==> src/rtl/fly_hit_detector.sv <==
// Bullet-versus-fly collision scanner: one fly slot tested per cycle.
// Reports the lowest-index hit with a kill pulse and keeps a saturating score.
module fly_hit_detector #(
  parameter int N_FLY   = 17,
  parameter int FLY_W   = 32,
  parameter int FLY_H   = 32,
  parameter int BUL_W   = 4,
  parameter int BUL_H   = 8,
  parameter int SCORE_W = 16
) (
  input  logic                  clk25,
  input  logic                  reset_n,
  input  logic [10*N_FLY-1:0]   fly_x_flat,
  input  logic [10*N_FLY-1:0]   fly_y_flat,
  input  logic [N_FLY-1:0]      fly_alive_flat,
  input  logic [9:0]            bullet_x,
  input  logic [9:0]            bullet_y,
  input  logic                  bullet_req,
  input  logic                  score_clr,
  output logic                  busy,
  output logic                  bullet_ack,
  output logic                  hit_valid,
  output logic [4:0]            hit_index,
  output logic [N_FLY-1:0]      kill_mask,
  output logic [SCORE_W-1:0]    score,
  output logic                  all_clear
);

  typedef enum logic [1:0] {
    IDLE,
    SCAN,
    REPORT_HIT,
    REPORT_MISS
  } state_t;

  localparam logic [10:0] L_BW = 11'(BUL_W - 1);
  localparam logic [10:0] L_BH = 11'(BUL_H - 1);
  localparam logic [10:0] L_FW = 11'(FLY_W - 1);
  localparam logic [10:0] L_FH = 11'(FLY_H - 1);
  localparam logic [4:0]  L_LAST = 5'(N_FLY - 1);
  localparam logic [SCORE_W-1:0] L_SMAX = '1;
  localparam logic [N_FLY-1:0] L_ONE = N_FLY'(1);

  state_t               r_state;
  state_t               w_next;
  logic [4:0]           r_idx;
  logic [9:0]           r_bx;
  logic [9:0]           r_by;
  logic                 r_busy;
  logic                 r_ack;
  logic                 r_hv;
  logic [4:0]           r_hidx;
  logic [N_FLY-1:0]     r_kill;
  logic [SCORE_W-1:0]   r_score;
  logic                 r_allc;

  logic [9:0]           w_fx;
  logic [9:0]           w_fy;
  logic                 w_alive;
  logic                 w_hit;
  logic                 w_last;
  logic [N_FLY-1:0]     w_kill;

  // Overlap test of the current slot against the latched bullet, 11-bit sums.
  always_comb begin
    w_fx    = fly_x_flat[r_idx*10 +: 10];
    w_fy    = fly_y_flat[r_idx*10 +: 10];
    w_alive = fly_alive_flat[r_idx];
    w_hit   = w_alive
            && ({1'b0, w_fx} <= {1'b0, r_bx} + L_BW)
            && ({1'b0, r_bx} <= {1'b0, w_fx} + L_FW)
            && ({1'b0, w_fy} <= {1'b0, r_by} + L_BH)
            && ({1'b0, r_by} <= {1'b0, w_fy} + L_FH);
    w_last  = (r_idx == L_LAST);
    w_kill  = L_ONE << r_idx;
  end

  // Next-state decode.
  always_comb begin
    w_next = r_state;
    case (r_state)
      IDLE:        if (bullet_req) w_next = SCAN;
      SCAN: begin
        if (w_hit)       w_next = REPORT_HIT;
        else if (w_last) w_next = REPORT_MISS;
      end
      REPORT_HIT:  w_next = IDLE;
      REPORT_MISS: w_next = IDLE;
      default:     w_next = IDLE;
    endcase
  end

  // State register.
  always_ff @(posedge clk25 or negedge reset_n) begin
    if (!reset_n) r_state <= IDLE;
    else          r_state <= w_next;
  end

  // Bullet latch, scan index and registered report outputs.
  always_ff @(posedge clk25 or negedge reset_n) begin
    if (!reset_n) begin
      r_idx  <= '0;
      r_bx   <= '0;
      r_by   <= '0;
      r_busy <= 1'b0;
      r_ack  <= 1'b0;
      r_hv   <= 1'b0;
      r_hidx <= '0;
      r_kill <= '0;
    end else begin
      if (r_state == IDLE && bullet_req) begin
        r_bx  <= bullet_x;
        r_by  <= bullet_y;
        r_idx <= '0;
      end else if (r_state == SCAN && !w_hit && !w_last) begin
        r_idx <= r_idx + 5'd1;
      end
      r_busy <= (w_next != IDLE);
      r_ack  <= (w_next == REPORT_HIT) || (w_next == REPORT_MISS);
      r_hv   <= (w_next == REPORT_HIT);
      r_kill <= (w_next == REPORT_HIT) ? w_kill : '0;
      if (w_next == REPORT_HIT) r_hidx <= r_idx;
    end
  end

  // Saturating hit counter; clear wins over a same-edge hit.
  always_ff @(posedge clk25 or negedge reset_n) begin
    if (!reset_n) begin
      r_score <= '0;
    end else if (score_clr) begin
      r_score <= '0;
    end else if (r_state == SCAN && w_hit && r_score != L_SMAX) begin
      r_score <= r_score + 1'b1;
    end
  end

  // Registered "every fly dead" flag.
  always_ff @(posedge clk25 or negedge reset_n) begin
    if (!reset_n) r_allc <= 1'b0;
    else          r_allc <= ~|fly_alive_flat;
  end

  assign busy       = r_busy;
  assign bullet_ack = r_ack;
  assign hit_valid  = r_hv;
  assign hit_index  = r_hidx;
  assign kill_mask  = r_kill;
  assign score      = r_score;
  assign all_clear  = r_allc;

endmodule

==> config.mk <==
export PLATFORM = sky130hd
export DESIGN_NAME = fly_hit_detector
export DESIGN_NICKNAME = d
export VERILOG_FILES = /design/src/rtl/fly_hit_detector.sv
export SDC_FILE = /design/constraint.sdc
export NUM_CORES = 1
export LEC_CHECK = 0
export BUFFER_PORTS_ARGS = -buffer_cell sky130_fd_sc_hd__buf_2
export CORE_AREA = 2 2 164 166
export CTS_CLUSTER_DIAMETER = 40
export DETAILED_ROUTE_END_ITERATION = 6
export DIE_AREA = 0 0 166 168
export GPL_TIMING_DRIVEN = 0
export HOLD_SLACK_MARGIN = 0.08
export SLEW_MARGIN = 25
export SYNTH_ARGS = -nofsm -noshare
export SYNTH_HDL_FRONTEND = slang
export SYNTH_SLANG_ARGS = --single-unit
==> constraint.sdc <==
create_clock -name clk25 -period 8.1 [get_ports clk25]
set_input_delay 0.405 -clock clk25 [delete_from_list [all_inputs] [get_ports clk25]]
set_output_delay 0.405 -clock clk25 [all_outputs]
set_load 0.005 [all_outputs]
# Word-level counts from Yosys, hierarchy flattened
# Cells that the tools add are included.
# totals
regBits,69
inputBits,381
wordCells,63
# classes
add_sub_neg,6
n_mul,1
order_cmp,5
eq_ne,7
shifts,3
muxes,11
n_reduce_logical,19
# ops
cell,n
170-bit by 10-bit variable part select with 10-bit output,2
10-bit by 11-bit less-or-equal comparator with 1-bit output,4
16-bit 2-to-1 mux,2
"10-bit by 5-bit adder with 11-bit output, second input constant",2
17-bit 2-to-1 mux,1
17-bit OR reduction,1
"1-bit by 5-bit left shift with 17-bit output, first input constant",1
"16-bit by 1-bit adder with 16-bit output, second input constant",1
"16-bit != test, second input constant",1
"10-bit by 2-bit adder with 11-bit output, second input constant",1
"10-bit by 3-bit adder with 11-bit output, second input constant",1
5-bit 2-to-1 mux,2
1-bit logical AND,9
"2-bit == test, second input constant",4
"5-bit by 3-bit multiplier with 8-bit output, second input constant",1
"5-bit by 6-bit less-than comparator with 1-bit output, second input constant",1
2-bit 2-to-1 mux,3
2-bit case mux with 3 select lines,1
2-bit nonzero test,3
"5-bit by 1-bit adder with 5-bit output, second input constant",1
1-bit binary-select mux with 5-bit select,1
"5-bit == test, second input constant",1
1-bit logical NOT,3
"2-bit by 1-bit == test with 1-bit output, second input constant",1
other kinds (4),4

# Depth between registers and ports, before layout
# Gate-level depths: netlist of run 1.
# logic_depth
word_depth,12
ltp_mapped,24
mapped_depth_nobuf,19

# Least setup slack after synthesis of run 1
# OpenSTA, ideal clock, no wires.
# synth_path
path_type,register -> register
start,register r_idx[1]
end,"register r_score[4], in the netlist score[4]"
setup_ns,0.120
t_arrival_ns,4.793
required_time_ns,7.980
slack_ns,3.187
path_stages_with_launch,23
n_path_buf,6
synth_period_minus_slack_ns,4.913
cell_sequence,dfrtp_1 > buf_6 > buf_12 > buf_8 > buf_6 > buf_6 > buf_4 > mux4_2 > mux4_2 > a22oi_1 > ha_1 > nand2_1 > nor3b_2 > nor2_2 > nand2_1 > xor2_1 > ha_1 > a21o_1 > a221oi_1 > o21ai_2 > a2111oi_4 > a21oi_1 > a31o_1
# synth_between
elab_chain_len,10
word_cells_on_any_way,18
classes_between,add/sub: 2; mul: 1; order compare: 4; shift: 2; mux: 2; reduce/logical: 7
# synth_rtl
item,line_no,text
from (decl),46,logic [4:0] r_idx;
from (signal assigned),116,r_idx <= r_idx + 5'd1;
5-bit by 3-bit multiplier with 8-bit output,"66, 67",
170-bit by 10-bit variable part select with 10-bit output,66,w_fx = fly_x_flat[r_idx*10 +: 10];
10-bit by 5-bit adder with 11-bit output or 10-bit by 11-bit less-or-equal comparator with 1-bit output (tied branches),"71, 70",
10-bit by 11-bit less-or-equal comparator with 1-bit output or 1-bit logical AND (tied branches),"71, 70",
1-bit logical AND,71,"&& ({1'b0, r_bx} <= {1'b0, w_fx} + L_FW)"
1-bit logical AND,72,"&& ({1'b0, w_fy} <= {1'b0, r_by} + L_BH)"
1-bit logical AND (*),73,"&& ({1'b0, r_by} <= {1'b0, w_fy} + L_FH);"
1-bit logical AND (*) (2 in a row),132,end else if (r_state == SCAN && w_hit && r_score != L_SMAX) begin
2-bit nonzero test (no line) (*),-,
to (signal assigned),133,r_score <= r_score + 1'b1;
to (decl),54,logic [SCORE_W-1:0] r_score;
# Mark *: on every way between the ends. The rest lies on a longest branch, timed or not. The select of a mux whose other input is x is not followed.
# A chain may end at the register's enable or synchronous reset.

# Worst setup path after layout of run 1
# layout_path
start,register r_idx[3]
end,"register r_score[4], in the netlist score[4]"
# The elaborated chain is that of the path after synthesis.

==> results of run 1 <==
power by group:
group          switching [W]  internal (W)
Clock               0.000170      0.000214
Sequential         0.0000915      0.000427
Combinational        0.00201       0.00152
Yosys cell counts (all sizes together) (4+ instances only):
cell type	number	share of area [%]
a211oi	11	1.1
a21o	8	0.80
a21oi	33	2.2
a221oi	7	0.80
a22oi	11	1.1
a31o	5	0.57
a31oi	5	0.41
and2	4	0.33
and3	12	0.98
buf	32	4.0
clkbuf	11	0.54
dfrtp	69	23
ha	49	8.0
inv	26	1.3
mux2	19	2.8
mux2i	31	4.1
mux4	69	21
nand2	118	5.8
nand2b	7	0.57
nand3	25	1.7
nand4	13	1.3
nor2	49	2.5
nor2b	23	1.9
nor3	9	0.72
nor3b	6	0.65
nor4	6	0.69
o21ai	29	2.0
o22ai	6	0.49
o32ai	5	0.57
or2	4	0.33
xnor2	19	2.2
xor2	13	1.5
per-stage QoR:
| step | cell area (um2) | hold slack [ps] | setup WS (ps) |
|---|---|---|---|
| 2_1_floorplan | 7650 | 109 | 3190 |
| 3_3_place_gp | 10200 | 448 | 2040 |
| 3_5_place_dp | 10200 | 360 | 1910 |
| 4_1_cts | 10500 | 225 | 1880 |
| 5_1_grt | 10500 | 222 | 1640 |
| 6_report | 10500 | 238 | 1850 |
worst max path at each step:
stage,start,slack [ps],endpoint,depth (start not counted)
finish,r_idx[3]$_DFFE_PN0P_,1850,score[4]$_DFFE_PN0P_,19
global route,r_idx[3]$_DFFE_PN0P_,1640,score[6]$_DFFE_PN0P_,19
CTS,r_idx[3]$_DFFE_PN0P_,1880,score[4]$_DFFE_PN0P_,19
detailed placement,r_idx[3]$_DFFE_PN0P_,1910,score[4]$_DFFE_PN0P_,19
global placement,r_idx[3]$_DFFE_PN0P_,2040,score[4]$_DFFE_PN0P_,19
floorplan,r_idx[1]$_DFFE_PN0P_,3190,score[4]$_DFFE_PN0P_,22
critical path, cell delays in order, from the launching register on:
cell and delay, ps:
dfrtp_1 450, clkbuf_1 340, clkbuf_1 650, clkbuf_1 600, mux4_2 420, a22oi_1 440, ha_1 290, nand2_1 90
o41ai_2 350, nor2_1 180, xnor2_1 160, ha_1 290, a21o_1 160, a21oi_1 210, o211ai_1 150, a31oi_1 180
o21ai_2 140, a2111oi_4 670, a21oi_1 140, a31o_1 210
flip-flops by register name, indices dropped and copies added, names as in the netlist:
signal,cells
r_by,10
busy,1
hit_index,5
bullet_ack,1
r_state,2
all_clear,1
r_idx,5
r_bx,10
kill_mask,17
hit_valid,1
score,16
cell type report:
| class | count | area, um2 |
|---|---|---|
| antenna | 9 | 22.5 |
| buffer | 43 | 348 |
| clock buffer | 9 | 225 |
| clock inverter | 7 | 62.6 |
| fill | 2665 | 15800 |
| inverter | 27 | 101 |
| multi-input combinational | 633 | 5470 |
| sequential | 69 | 1730 |
| tap | 341 | 427 |
| timing repair buffer | 424 | 2150 |
kinds of logic after synthesis:
| group | after synthesis |
|---|---|
| fa+ha+maj | 49 |
| flops | 69 |
| xor+xnor | 32 |
| compound gates | 148 |
| buf+inv | 70 |
| simple gates | 285 |
| mux | 119 |
repair_timing:
item | CTS | global route
hold buffers | 1 | 0
setup endpoints to repair | 0 | 0
hold endpoints to repair | 27 | 0
routing by layer:
layer	vias to the layer above	track usage [%]	part of all wire, %
met5	-	0	0
met4	0	6.88	2.3
met3	50	3.93	6.7
met2	360	44.7	49
met1	4018	32.2	42
li1	3825	-	-
layout by cell type (no fill, tap or decap), types with 8 or more instances in the layout:
cell,count
and3_1,12
dfrtp_1,69
ha_1,49
a22oi_1,10
buf_4,8
mux2i_1,31
nand4_1,12
nor2b_1,23
a211oi_1,10
nand3_1,24
mux4_2,60
xor2_1,13
buf_2,429
mux4_1,9
o21ai_0,27
xnor2_1,19
diode_2,9
buf_6,9
inv_1,23
mux2_2,13
a21oi_1,32
clkbuf_1,11
nor2_1,47
clkbuf_16,9
nand2_1,118
==> qor.csv, run 1 <==
stage;metric;value;unit
outcome;outcome;finished, final reports clean;
hold_path;min_path_type;in -> reg;
logic_synthesis;ys_seq_elements;69;
placed_design;place_inst;1536;
setup_path;reg2reg_depth;19;
logic_synthesis;synthMuxAreaShare;27.6;%
timing;tightest_slew;1010;ps
setup_path;crit_arrival;6480;ps
die;chipWidth;166;um
die;rows;60;
die;initial_core_util;29.0;%
routing;drt-wirelength-per-cell;23.2;um
placed_design;io_buffers;422;
setup_path;crit_required;8340;ps
logic_synthesis;synthAdderAreaFrac;8.02;%
grt;grt.overflow.total;0;
grt;grt_max_degree;43;
die;die_y;168;um
setup_path;cp_max_fo;10;
cts;clk_pin_slew;70;ps
setup_path;ff2ff_setup_slack;1850;ps
run;max_cap_viol_count;0;
logic_synthesis;ys_seq_area_share;22.6;%
logic_synthesis;synth_flop_cell;dfrtp_1;
timing;finalCritPeriodShare;77.1;%
setup_path;r2r_start;r_idx[3]$_DFFE_PN0P_;
logic_synthesis;syn_avg_cell_area;9.90;um2
cts;cts_setup_buffers;0;
routing;avgViaCountPerCell;5.28;
setup_path;start_kind;flip-flop;
timing;rsz0062_at_grt;false;
grt;grt_pass1_wl;52600;um
final_layout;stdcell_count;1562;
cts;clk_latency;350;ps
grt;antenna_found_initial;11;
hold_path;min_path_cells;2;
timing;finalSetupViolations;0;
pwr;vdd_drop_max;0.214;mV
timing;hold_viol;0;
cts;h-tree-depth;3;
hold_path;worstHoldStart;fly_alive_flat[14];
final_layout;drive_gt1_share;46.8;%
pwr;power.density;421;nW/um2
logic_synthesis;synth_cells;772;
die;io_pins;423;
timing;setup_tns;0;ps
grt;grt_pass1_vias;8543;
logic_synthesis;synth-edff-count;0;
grt;grt_usage;25.3;%
pwr;power;0.00443;W
timing;max_freq;160;MHz
logic_synthesis;synthesis.area;7650;um2
logic_synthesis;ys_types;84;
routing;first_iter_violations;511;
cts;cts_made_buffers;9;
placed_design;dp_hpwl;31200;um
logic_synthesis;synth-simple-area-share;18.3;%
setup_path;worstSetupEndpointType;flip-flop;
routing;vias;8253;
die;die_area;27900;um2
cts;cts.path.max_buffers;2;
routing;drt-total-wl;36300;um
routing;drcViolationCount;0;
hold_path;whs_endpoint;all_clear$_DFF_PN0_;
final_layout;area_delta_synth_final;37.8;%
logic_synthesis;yosysWarnings;0;
setup_path;r2r-end;score[4]$_DFFE_PN0P_;
placed_design;gp_congestion;0.924;
final_layout;nNetsFinal;1637;
die;core-area;26400;um2
cts;ctsResizeCount;0;
logic_synthesis;synth-xor-area-share;3.67;%
timing;slew_violations;0;
logic_synthesis;synth_top_family_by_area;multiplexers;
cts;cts_tree;built;
logic_synthesis;synth_nets;1202;
timing;skew;13.1;ps
cts;clockRootBuffer;clkbuf_16;
logic_synthesis;synth-async-reset-ratio;100;%
setup_path;crit_type;reg -> reg;
routing;final_antenna_net_count;0;
logic_synthesis;synth_compound_area_share;13.9;%
timing;period_needed;6250;ps
routing;dr.pass1.iters;5;
pwr;p_leak;5.14;nW
final_layout;final_util;40.0;%
timing;slew_headroom;32.9;%
cts;clock_sinks;69;
Power figures use the tool's default switching activity.
==> run 2: changes to the inputs <==
Settings changed: CORE_AREA 2 2 164 166 to 2 2 165 167, DIE_AREA 0 0 166 168 to 0 0 167 169.
Clock period 8.1 ns to 5.7 ns, I/O delays scaled along.
==> qor.csv, run 2 (synthesized netlist as in run 1, its figures left out) <==
stage;metric;value;unit;change
placed_design;place_inst;1536;;unchanged
setup_path;critPathLaunch;r_idx[1]$_DFFE_PN0P_;;was r_idx[3]$_DFFE_PN0P_
die;die_y;169;um;was 168 um
cts;h-tree-depth;3;;unchanged
cts;cts_made_buffers;9;;unchanged
grt;grt.overflow.total;0;;unchanged
setup_path;slowest_delay;530;ps;was 670 ps
setup_path;crit_type;reg -> reg;;unchanged
placed_design;gp_congestion;0.893;;was 0.924
hold_path;min_path_cells;3;;was 2
timing;fin_ws;226;ps;was 1850 ps
final_layout;area_delta_synth_final;39.8;%;was 37.8%
setup_path;cp_max_fo;10;;unchanged
cts;cts.path.max_buffers;2;;unchanged
final_layout;fill_cells;2712;;was 2665
setup_path;crit_arrival;5700;ps;was 6480 ps
final_layout;final_util;40.3;%;was 40.0%
routing;drcViolationCount;0;;unchanged
grt;grt_pass1_vias;8518;;was 8543
die;io_pins;423;;unchanged
grt;met1_usage;32.0;%;was 32.2%
timing;slew_violations;0;;unchanged
die;rows;60;;unchanged
timing;tightest_slew;890;ps;was 1010 ps
hold_path;worstHoldStart;bullet_x[6];;was fly_alive_flat[14]
timing;finalSetupViolations;0;;unchanged
timing;skew;11.1;ps;was 13.1 ps
final_layout;nNetsFinal;1647;;was 1637
die;core-area;26500;um2;was 26400 um2
routing;drt-wirelength-per-cell;23.2;um;about the same
grt;use_met3;4.70;%;was 3.93%
final_layout;drive_gt1_share;48.1;%;was 46.8%
die;die_area;28200;um2;was 27900 um2
final_layout;largest_reg_flops;17;;unchanged
setup_path;ff2ff_setup_slack;230;ps;was 1850 ps
routing;first_iter_violations;514;;was 511
placed_design;pre_cts_ws;-512;ps;was 1910 ps
placed_design;dp_hpwl;31300;um;was 31200 um
setup_path;crit_chain;buf_6 > buf_12 > buf_6 > buf_4 > mux4_2 > mux4_2 > a22oi_2 > buf_4 > ha_2 > nand2_1 > o41ai_4 > nor2_2 > xnor2_1 > ha_1 > a21o_1 > a21oi_1 > a21oi_1 > a31oi_1 > o21ai_2 > a21o_2 > inv_2 > buf_6 > nand3_1 > mux2_1;;was clkbuf_1 > clkbuf_1 > clkbuf_1 > mux4_2 > a22oi_1 > ha_1 > nand2_1 > o41ai_2 > nor2_1 > xnor2_1 > ha_1 > a21o_1 > a21oi_1 > o211ai_1 > a31oi_1 > o21ai_2 > a2111oi_4 > a21oi_1 > a31o_1
grt;antenna_found_initial;18;;was 11
timing;slew_headroom;40.6;%;was 32.9%
grt;grt_max_degree;48;;was 43
setup_path;r2r_start;r_idx[1]$_DFFE_PN0P_;;was r_idx[3]$_DFFE_PN0P_
routing;avgViaCountPerCell;5.22;;was 5.28
routing;dr.pass1.iters;5;;unchanged
hold_path;min_path_type;in -> reg;;unchanged
outcome;outcome;finished, final reports clean;;unchanged
pwr;power.density;600;nW/um2;was 421 nW/um2
grt;busiest_layer;met2;;unchanged
routing;final_antenna_net_count;0;;unchanged
routing;drt-total-wl;36500;um;was 36300 um
grt;grt_usage;25.3;%;about the same
pwr;p_leak;5.21;nW;was 5.14 nW
die;chipWidth;167;um;was 166 um
grt;grt_pass1_wl;53000;um;was 52600 um
die;initial_core_util;28.9;%;was 29.0%
setup_path;worstSetupEndpointType;flip-flop;;unchanged
routing;vias;8198;;was 8253
run;max_cap_viol_count;0;;unchanged
placed_design;io_buffers;422;;unchanged
pwr;vdd_drop_max;0.253;mV;was 0.214 mV
setup_path;critPathMostFrequentCell;buf_6;;was clkbuf_1
setup_path;reg2reg_depth;24;;was 19
setup_path;crit_required;5930;ps;was 8340 ps
timing;max_freq;183;MHz;was 160 MHz
cts;clock_sinks;69;;unchanged
final_layout;design_area;10700;um2;was 10500 um2
timing;hold_viol;0;;unchanged
timing;finalCritPeriodShare;96.0;%;was 77.1%
grt;gr-usage-met2;45.2;%;was 44.7%
final_layout;multi_input_area;5520;um2;was 5470 um2
hold_path;whs_endpoint;r_bx[6]$_DFFE_PN0P_;;was all_clear$_DFF_PN0_
setup_path;start_kind;flip-flop;;unchanged
cts;clk_latency;350;ps;about the same
setup_path;slowest_stage;mux4_2;;was a2111oi_4
setup_path;r2r-end;score[13]$_DFFE_PN0P_;;was score[4]$_DFFE_PN0P_
cts;clk_pin_slew;60;ps;was 70 ps
timing;setup_tns;0;ps;unchanged
final_layout;mostFrequentLayoutCells;428 x buf_2, 117 x nand2_1, 69 x dfrtp_1;;was 429 x buf_2, 118 x nand2_1, 69 x dfrtp_1
placed_design;place_area;10200;um2;unchanged
cts;cts_tree;built;;unchanged
final_layout;final_common_cell;buf_2;;unchanged
final_layout;stdcell_count;1572;;was 1562
cts;clockRootBuffer;clkbuf_16;;unchanged
timing;period_needed;5470;ps;was 6250 ps
final_layout;layout.area.seq;1730;um2;unchanged
-- run 2: cell types whose count changed in the layout (fill, tap and decap cells not counted), moves of 2 or more --
cell / previous run / this run
buf_4: 8 / 17
nor3b_1: 5 / 3
a22oi_1: 10 / 8
buf_12: 3 / 5
a22oi_2: 1 / 3
clkbuf_1: 11 / 9
nor3b_2: 1 / 3
-- run 2: worst max path at each step --
stage | end | slack, ps | cells after the start
after CTS | score[13]$_DFFE_PN0P_ | 40 | 22
after floorplan | score[4]$_DFFE_PN0P_ | 790 | 22
after detailed placement | score[4]$_DFFE_PN0P_ | -510 | 19
final | score[13]$_DFFE_PN0P_ | 230 | 24
after global routing | score[7]$_DFFE_PN0P_ | -7 | 22
after global placement | score[6]$_DFFE_PN0P_ | -460 | 19
-- run 2: metal layers --
metal / part of all wire, % / vias up / wire, um
met5: 0.033 / - / 12
met4: 1.6 / 2 / 597
met3: 5.7 / 42 / 2080
met2: 50 / 336 / 18300
met1: 42 / 3965 / 15500
li1: - / 3853 / -
-- run 2: critical path, delay by kind of cell, from the launching register on --
family	cells	cell delay, ps
compound gates	8	1620
fa+ha+maj	2	470
buf+inv	7	1150
simple gates	3	300
flops	1	420
xor+xnor	1	220
mux	3	1180
-- run 2: report_power, final --
group          internal, W  switching (W)  total, W
Combinational      0.00227        0.00286   0.00513
Sequential        0.000607       0.000134  0.000740
Clock             0.000305       0.000246  0.000551
-- run 2: what timing repair did --
action	CTS	global route
hold buffers	1	0
buffers inserted	2	10
hold endpoints to repair	22	0
pin swaps	1	7
resized for setup	4	13
setup endpoints to repair	38	32
-- run 2: cell type report --
class	count	share of cell area (%)
clock inverters	7	0.609
flip-flops and latches	69	16.2
repair buffers	436	21.1
inverters	27	0.983
well taps	341	3.99
diodes	9	0.211
plain buffers	41	3.23
clock buffers	9	2.11
multi-input cells	633	51.6
-- run 2: metrics by stage --
stage          hold WS (ps)  total power, W
6_report                134         0.00642
3_5_place_dp            213         0.00573
4_1_cts                 119         0.00631
5_1_grt                 132         0.00702
2_1_floorplan         -10.6         0.00432
3_3_place_gp            463         0.00568
